--- src/rtl/sdram_arb_pkg.sv ---
// -----------------------------------------------------------------------------
// sdram_arb_pkg
// Shared types for the two-master SDRAM request arbiter:
//   - arb_state_t  : arbiter FSM states (IDLE / ISSUE / WAIT)
//   - NUM_MASTERS  : number of requesting clients (fixed at 2)
//   - sdram_req_t  : captured request {rd, wr, addr, wdata}. Fields are sized
//                    for the widest supported configuration; the arbiter
//                    zero-extends into them and truncates back out.
//   - owner_onehot : index-to-one-hot helper for routing completions.
// -----------------------------------------------------------------------------
package sdram_arb_pkg;

    localparam int NUM_MASTERS    = 2;
    localparam int MAX_ADDR_WIDTH = 32;
    localparam int MAX_DATA_WIDTH = 32;
    localparam int MAX_WORD_LEN   = 4;

    typedef enum logic [1:0] {
        ST_IDLE  = 2'd0,
        ST_ISSUE = 2'd1,
        ST_WAIT  = 2'd2
    } arb_state_t;

    typedef struct packed {
        logic                      rd;
        logic [MAX_WORD_LEN-1:0]   wr;
        logic [MAX_ADDR_WIDTH-1:0] addr;
        logic [MAX_DATA_WIDTH-1:0] wdata;
    } sdram_req_t;

    function automatic logic [NUM_MASTERS-1:0] owner_onehot(input logic owner);
        logic [NUM_MASTERS-1:0] oh;
        if (owner) begin
            oh = 2'b10;
        end else begin
            oh = 2'b01;
        end
        return oh;
    endfunction

endpackage

--- src/rtl/sdram_rr_pick.sv ---
// -----------------------------------------------------------------------------
// sdram_rr_pick
// Combinational two-way round-robin picker.
// Ports:
//   req        in  2  per-master request
//   last_grant in  1  index of the master granted most recently
//   grant      out 2  one-hot selected master (0 when nobody requests)
//   valid      out 1  some master is selected
// A lone requester always wins; on a tie the master that did not win last
// time is selected, so continuous contention strictly alternates.
// -----------------------------------------------------------------------------
module sdram_rr_pick
    import sdram_arb_pkg::*;
(
    input  logic [NUM_MASTERS-1:0] req,
    input  logic                   last_grant,
    output logic [NUM_MASTERS-1:0] grant,
    output logic                   valid
);

    // Select the winner from the request pattern and the previous owner.
    always_comb begin
        grant = 2'b00;
        case (req)
            2'b01:   grant = 2'b01;
            2'b10:   grant = 2'b10;
            2'b11:   grant = last_grant ? 2'b01 : 2'b10;
            default: grant = 2'b00;
        endcase
        valid = |req;
    end

endmodule

--- src/rtl/sdram_arbiter.sv ---
// -----------------------------------------------------------------------------
// sdram_arbiter
// Two-master round-robin arbiter in front of a single-outstanding SDRAM
// controller. One request is captured in IDLE, presented to the controller in
// ISSUE until s_rdy, then the arbiter waits in WAIT for the read/write
// completion and routes it back to the owning master.
// Ports:
//   clk, rst                     clock, synchronous active-high reset
//   m_rd/m_wr/m_addr/m_wdata     per-master requests (m_wr = byte enables)
//   m_rdy                        per-master accept (IDLE only, combinational)
//   m_rvalid/m_wvalid/m_rdata    completions routed to the owner
//   m_error                      per-master watchdog pulse
//   s_rd/s_wr/s_addr/s_wdata     controller command
//   s_rdy/s_rvalid/s_wvalid/s_rdata  controller handshake and read data
// Build option: define SDRAM_ARB_TIMEOUT_EN to enable a watchdog that
// abandons a transaction after TIMEOUT_CYCLES cycles in ISSUE/WAIT. Without
// it m_error is tied low and WAIT may last indefinitely.
// -----------------------------------------------------------------------------
module sdram_arbiter
    import sdram_arb_pkg::*;
#(
    parameter int ADDR_WIDTH     = 24,
    parameter int DATA_WIDTH     = 16,
    parameter int WORD_LEN       = DATA_WIDTH / 8,
    parameter int TIMEOUT_CYCLES = 64
) (
    input  logic                            clk,
    input  logic                            rst,
    input  logic [NUM_MASTERS-1:0]          m_rd,
    input  logic [NUM_MASTERS*WORD_LEN-1:0] m_wr,
    input  logic [NUM_MASTERS*ADDR_WIDTH-1:0] m_addr,
    input  logic [NUM_MASTERS*DATA_WIDTH-1:0] m_wdata,
    output logic [NUM_MASTERS-1:0]          m_rdy,
    output logic [NUM_MASTERS-1:0]          m_rvalid,
    output logic [NUM_MASTERS-1:0]          m_wvalid,
    output logic [DATA_WIDTH-1:0]           m_rdata,
    output logic [NUM_MASTERS-1:0]          m_error,
    output logic                            s_rd,
    output logic [WORD_LEN-1:0]             s_wr,
    output logic [ADDR_WIDTH-1:0]           s_addr,
    output logic [DATA_WIDTH-1:0]           s_wdata,
    input  logic                            s_rdy,
    input  logic                            s_rvalid,
    input  logic                            s_wvalid,
    input  logic [DATA_WIDTH-1:0]           s_rdata
);

    // Configuration sanity checks at elaboration.
    if (!(DATA_WIDTH == 8 || DATA_WIDTH == 16 || DATA_WIDTH == 32)) begin : g_bad_dw
        $error("sdram_arbiter: DATA_WIDTH must be 8, 16 or 32");
    end
    if (ADDR_WIDTH > MAX_ADDR_WIDTH || ADDR_WIDTH < 1) begin : g_bad_aw
        $error("sdram_arbiter: ADDR_WIDTH out of range");
    end
    if (TIMEOUT_CYCLES < 1) begin : g_bad_tmo
        $error("sdram_arbiter: TIMEOUT_CYCLES must be at least 1");
    end

    arb_state_t             state_r;
    arb_state_t             state_s;
    logic                   last_grant_r;
    logic                   owner_r;
    sdram_req_t             req_r;

    logic [NUM_MASTERS-1:0] req_s;
    logic [NUM_MASTERS-1:0] grant_s;
    logic                   pick_valid_s;
    logic                   accept_s;
    logic                   sel_s;
    sdram_req_t             sel_req_s;
    logic                   rdone_s;
    logic                   wdone_s;
    logic                   tmo_hit_s;

    // A master requests when it asks to read or presents any byte enable.
    always_comb begin
        req_s[0] = m_rd[0] | (|m_wr[WORD_LEN-1:0]);
        req_s[1] = m_rd[1] | (|m_wr[2*WORD_LEN-1:WORD_LEN]);
    end

    sdram_rr_pick u_pick (
        .req        (req_s),
        .last_grant (last_grant_r),
        .grant      (grant_s),
        .valid      (pick_valid_s)
    );

    // Mux the selected master's request; read wins over write when both set.
    always_comb begin
        accept_s        = (state_r == ST_IDLE) && pick_valid_s && !rst;
        sel_s           = grant_s[1];
        sel_req_s       = '0;
        sel_req_s.rd    = sel_s ? m_rd[1] : m_rd[0];
        if (sel_req_s.rd) begin
            sel_req_s.wr = '0;
        end else if (sel_s) begin
            sel_req_s.wr = MAX_WORD_LEN'(m_wr[2*WORD_LEN-1:WORD_LEN]);
        end else begin
            sel_req_s.wr = MAX_WORD_LEN'(m_wr[WORD_LEN-1:0]);
        end
        sel_req_s.addr  = sel_s ? MAX_ADDR_WIDTH'(m_addr[2*ADDR_WIDTH-1:ADDR_WIDTH])
                                : MAX_ADDR_WIDTH'(m_addr[ADDR_WIDTH-1:0]);
        sel_req_s.wdata = sel_s ? MAX_DATA_WIDTH'(m_wdata[2*DATA_WIDTH-1:DATA_WIDTH])
                                : MAX_DATA_WIDTH'(m_wdata[DATA_WIDTH-1:0]);
    end

    // Completions are only honoured in WAIT; anything else is stray.
    always_comb begin
        rdone_s = (state_r == ST_WAIT) && s_rvalid && !rst;
        wdone_s = (state_r == ST_WAIT) && s_wvalid && !rst;
    end

`ifdef SDRAM_ARB_TIMEOUT_EN
    localparam int CNT_W = $clog2(TIMEOUT_CYCLES + 1);
    logic [CNT_W-1:0] tmo_cnt_r;

    // Watchdog counter: cleared on entry to ISSUE, counts while busy.
    always_ff @(posedge clk) begin
        if (rst) begin
            tmo_cnt_r <= '0;
        end else if (accept_s) begin
            tmo_cnt_r <= '0;
        end else if (state_r != ST_IDLE) begin
            tmo_cnt_r <= tmo_cnt_r + CNT_W'(1);
        end else begin
            tmo_cnt_r <= tmo_cnt_r;
        end
    end

    // Limit reached; a completion in the same cycle takes priority.
    always_comb begin
        tmo_hit_s = (state_r != ST_IDLE) && !rst
                    && (tmo_cnt_r == CNT_W'(TIMEOUT_CYCLES))
                    && !rdone_s && !wdone_s;
        m_error   = tmo_hit_s ? owner_onehot(owner_r) : 2'b00;
    end
`else
    assign tmo_hit_s = 1'b0;
    assign m_error   = 2'b00;
`endif

    // Next-state logic.
    always_comb begin
        state_s = state_r;
        case (state_r)
            ST_IDLE: begin
                if (accept_s) begin
                    state_s = ST_ISSUE;
                end else begin
                    state_s = ST_IDLE;
                end
            end
            ST_ISSUE: begin
                if (tmo_hit_s) begin
                    state_s = ST_IDLE;
                end else if (s_rdy) begin
                    state_s = ST_WAIT;
                end else begin
                    state_s = ST_ISSUE;
                end
            end
            ST_WAIT: begin
                if (rdone_s || wdone_s || tmo_hit_s) begin
                    state_s = ST_IDLE;
                end else begin
                    state_s = ST_WAIT;
                end
            end
            default: state_s = ST_IDLE;
        endcase
    end

    // State, round-robin history and captured request.
    always_ff @(posedge clk) begin
        if (rst) begin
            state_r      <= ST_IDLE;
            last_grant_r <= 1'b1;
            owner_r      <= 1'b0;
            req_r        <= '0;
        end else begin
            state_r <= state_s;
            if (accept_s) begin
                req_r        <= sel_req_s;
                owner_r      <= sel_s;
                last_grant_r <= sel_s;
            end else begin
                req_r        <= req_r;
                owner_r      <= owner_r;
                last_grant_r <= last_grant_r;
            end
        end
    end

    // Master-side outputs: accept in IDLE, completions routed to the owner.
    always_comb begin
        m_rdy    = ((state_r == ST_IDLE) && !rst) ? grant_s : 2'b00;
        m_rvalid = rdone_s ? owner_onehot(owner_r) : 2'b00;
        m_wvalid = wdone_s ? owner_onehot(owner_r) : 2'b00;
        m_rdata  = rdone_s ? s_rdata : '0;
    end

    // Controller-side outputs: strobes only in ISSUE, address/data held.
    always_comb begin
        if ((state_r == ST_ISSUE) && !rst && !tmo_hit_s) begin
            s_rd = req_r.rd;
            s_wr = req_r.wr[WORD_LEN-1:0];
        end else begin
            s_rd = 1'b0;
            s_wr = '0;
        end
        s_addr  = req_r.addr[ADDR_WIDTH-1:0];
        s_wdata = req_r.wdata[DATA_WIDTH-1:0];
    end

endmodule

--- config.mk ---
export PLATFORM = sky130hd
export DESIGN_NAME = sdram_arbiter
export DESIGN_NICKNAME = d
export VERILOG_FILES = /design/src/rtl/sdram_arb_pkg.sv /design/src/rtl/sdram_rr_pick.sv /design/src/rtl/sdram_arbiter.sv
export SDC_FILE = /design/constraint.sdc
export NUM_CORES = 1
export LEC_CHECK = 0
export CORE_AREA = 2 2 86 105
export DETAILED_ROUTE_END_ITERATION = 12
export DIE_AREA = 0 0 88 107
export GPL_TIMING_DRIVEN = 0
export HOLD_SLACK_MARGIN = 0.15
export PLACE_DENSITY = 0.76
export SYNTH_ARGS = -nofsm -noshare
export SYNTH_HDL_FRONTEND = slang
export SYNTH_HIERARCHICAL = 1
export SYNTH_SLANG_ARGS = --single-unit
--- constraint.sdc ---
create_clock -name clk -period 2.3 [get_ports clk]
set_clock_uncertainty 0.05 [all_clocks]
set_input_delay 0.46 -clock clk [delete_from_list [all_inputs] [get_ports clk]]
set_output_delay 0.46 -clock clk [all_outputs]
set_load 0.005 [all_outputs]
==> flow_metrics.py <==
metrics = {
    "synthesis": {
        "synth_seq_cells": 47,
        "synth_top_area_share": 0.3272,
        "ys_seq_area_frac": 0.3272,
        "synth_cell_types": 24,
        "ys_top_cells_by_area": "dfxtp_1, a211oi_2, mux2i_1",
        "avgSynthCellArea_um2": 9.714,
        "yosysTopAreaCell": "dfxtp_1",
        "yosys_warnings": 6,
        "postSynthCellCount": 296,
        "syn_area_mm2": 0.002875,
    },
    "clock_network": {
        "cts.root.buffer_cell": "clkbuf_8",
        "cts_num_sinks": 47,
        "htreeDepth": 2,
        "hold_buffers": 0,
        "clk_latency_ns": 0.30,
        "clock_path_buffers": 2,
        "clkTransAtPathRegs_ns": 0.08,
        "tritoncts": "yes",
        "cts_buffers": 5,
    },
    "die": {
        "fp.dieW_um": 88,
        "num_rows": 37,
        "pin_count": 174,
        "initial_core_util": 0.3431,
        "die_area_mm2": 0.009416,
        "core_area_mm2": 0.008379,
        "fp.dieH_um": 107,
    },
    "routing": {
        "via_per_inst": 4.449,
        "ant_nets": 0,
        "routed_wl_mm": 8.233,
        "drt_pass1_iterations": 4,
        "drc": 0,
        "drt_iter0_drc": 69,
        "detail_route.wl_per_cell_um": 13.88,
        "num_vias": 2638,
    },
    "placed_design": {
        "placed_cell_area_mm2": 0.004727,
        "portBuffers": 170,
        "dp_hpwl_mm": 6.555,
        "place.gp.congestion": 0.6998,
        "dp_worst_setup_slack_ns": -1.151,
    },
    "global_routing": {
        "overflow": 0,
        "gr-usage-all-layers": 0.1698,
        "grt_start_max_net_pins": 15,
        "grt_pass1_vias": 2704,
        "antenna_found_initial": 0,
        "grt_pass1_wl_mm": 12.53,
    },
    "sta": {
        "worst_slew_pin_slew_ns": 0.7067,
        "grt_setup_unrepaired": "no",
        "hold_viol_final": 0,
        "tns_ns": 0,
        "setup_viol": 0,
        "setup_ws_ns": 0.06048,
        "fmax_mhz": 446.5,
        "fin_crit_ns": 2.240,
        "relSlewSlack": 0.5289,
        "finalCritPeriodShare": 0.9737,
        "finalMaxSlewViolations": 0,
    },
    "layout": {
        "final_common_cell": "clkdlybuf4s50_1",
        "nets": 582,
        "nFillCells": 774,
        "finalInstanceArea_mm2": 0.004902,
        "layout_common_cells": "clkdlybuf4s50_1, buf_4, nor2_1, dfxtp_1, a211oi_2",
        "fin_util": 0.5850,
        "syn2layout_area_growth_pct": 70.50,
        "drive_gt1_frac": 0.2626,
        "diodes": 0,
    },
    "job": {
        "drv_cap": 0,
    },
    "critical_path": {
        "endpoint_kind": "output pin",
        "cp-start-kind": "input pin",
        "crit_path_cell_trace": "dlygate4sd2_1, or3_4, a21boi_2, buf_4, buf_12, and2_1, buf_2",
        "critPathBufInv": 4,
        "crit_slowest_cell": "or3_4",
        "worstPathMaxFanout": 4,
        "worstPathArrival_ns": 1.73,
        "crit_type": "input pin to output pin",
        "cp_top_family": "buffers and inverters",
        "cpPeakStageDelay_ns": 0.34,
        "required_ns": 1.79,
    },
    "power_and_ir_drop": {
        "leakage_nw": 2.033,
        "peakVddDrop_uv": 290.0,
        "pwr_density_cell_mw_per_mm2": 495.1,
        "totalPowerFinal_mw": 2.427,
    },
    "run_status": {
        "status": "completed",
    },
    "worst_hold_path": {
        "holdCritPathClass": "flop to flop",
    },
}
## flip-flops by register name, indices dropped and copies added (netlist names)
| register | count |
|---|---|
| s_addr | 24 |
| s_wdata | 16 |
| req_r | 3 |
| state_r | 2 |
| last_grant_r | 1 |
| owner_r | 1 |
## worst reg2reg max path, cell delays in order (launching register included)
cell	delay, ns
dfxtp_1	0.31
buf_4	0.16
nor4b_4	0.53
buf_6	0.24
buf_6	0.18
a211oi_2	0.08
## area by class of cell
class                      count  area, um2  area share
clock inverter                 2      35.03    0.007147
inverter                       4      15.01    0.003063
buffer                        64      513.0      0.1046
multi-input combinational    180       1463      0.2984
tap                          117      146.4     0.02986
sequential                    47      942.2      0.1922
timing repair buffer         173       1705      0.3479
clock buffer                   6      82.58     0.01685
## cells in the mapped netlist
| cell type | n |
|---|---|
| a21oi_1 | 3 |
| nor4b_4 | 1 |
| buf_4 | 45 |
| mux2i_1 | 42 |
| a211oi_2 | 43 |
| a21boi_1 | 2 |
| inv_1 | 4 |
| or4b_2 | 1 |
| conb_1 | 1 |
| nand3b_1 | 1 |
| a32oi_1 | 2 |
| nor2_1 | 48 |
| clkbuf_1 | 6 |
| and2_1 | 20 |
| buf_2 | 6 |
| nand3_1 | 1 |
| buf_6 | 8 |
| buf_1 | 1 |
| or3_1 | 2 |
| nor3_1 | 3 |
| dfxtp_1 | 47 |
| and3_1 | 4 |
| nand2_1 | 4 |
| or2_1 | 1 |
## power breakdown
group	internal, mW	switching, mW	total [mW]	leakage [nW]
Clock	0.352	0.286	0.638	0.0612
Combinational	0.536	0.320	0.856	1.58
Sequential	0.890	0.0424	0.933	0.389
## path summary, 6_finish.rpt
check | start | to | slack [ns] | cells after the start
worst max-delay path | m_rd[1] | m_rdy[1] | 0.06 | 7
worst min-delay path | owner_r | owner_r | 0.45 | 2
worst max register to register | state_r[1] | s_addr[7] | 0.60 | 5
worst min register to register | owner_r | owner_r | 0.45 | 2
## through the flow
| stage | hold slack [ns] | cells |
|---|---|---|
| CTS | 0.4525 | 592 |
| detailed placement | 0.4402 | 584 |
| finish | 0.4513 | 593 |
| global placement | 0.4303 | 584 |
| global route | 0.4980 | 593 |
| floorplan | 0.4081 | 297 |
## cells by family (layout without fill, tap and decap cells)
group | Yosys count | after routing | synth area share
compound gates | 50 | 50 | 0.2037
buf+inv | 70 | 249 | 0.1736
flops | 47 | 47 | 0.3272
mux | 42 | 42 | 0.1462
other cells | 1 | 2 | 0.001304
simple gates | 86 | 86 | 0.1479
## per-layer routing
| metal | GRT usage | wire length, um |
|---|---|---|
| met5 | 0 | 0 |
| met4 | 0.05604 | 176 |
| met3 | 0.04542 | 483 |
| met2 | 0.3079 | 4305 |
| met1 | 0.1877 | 3267 |
## what timing repair did
item,in CTS,in global routing
endpoints found under the setup margin,31,7
resized for setup,46,7
cloned,0,0
pin swaps,1,3
setup buffers,2,1
No activity file was read; power rests on OpenSTA's default activity.
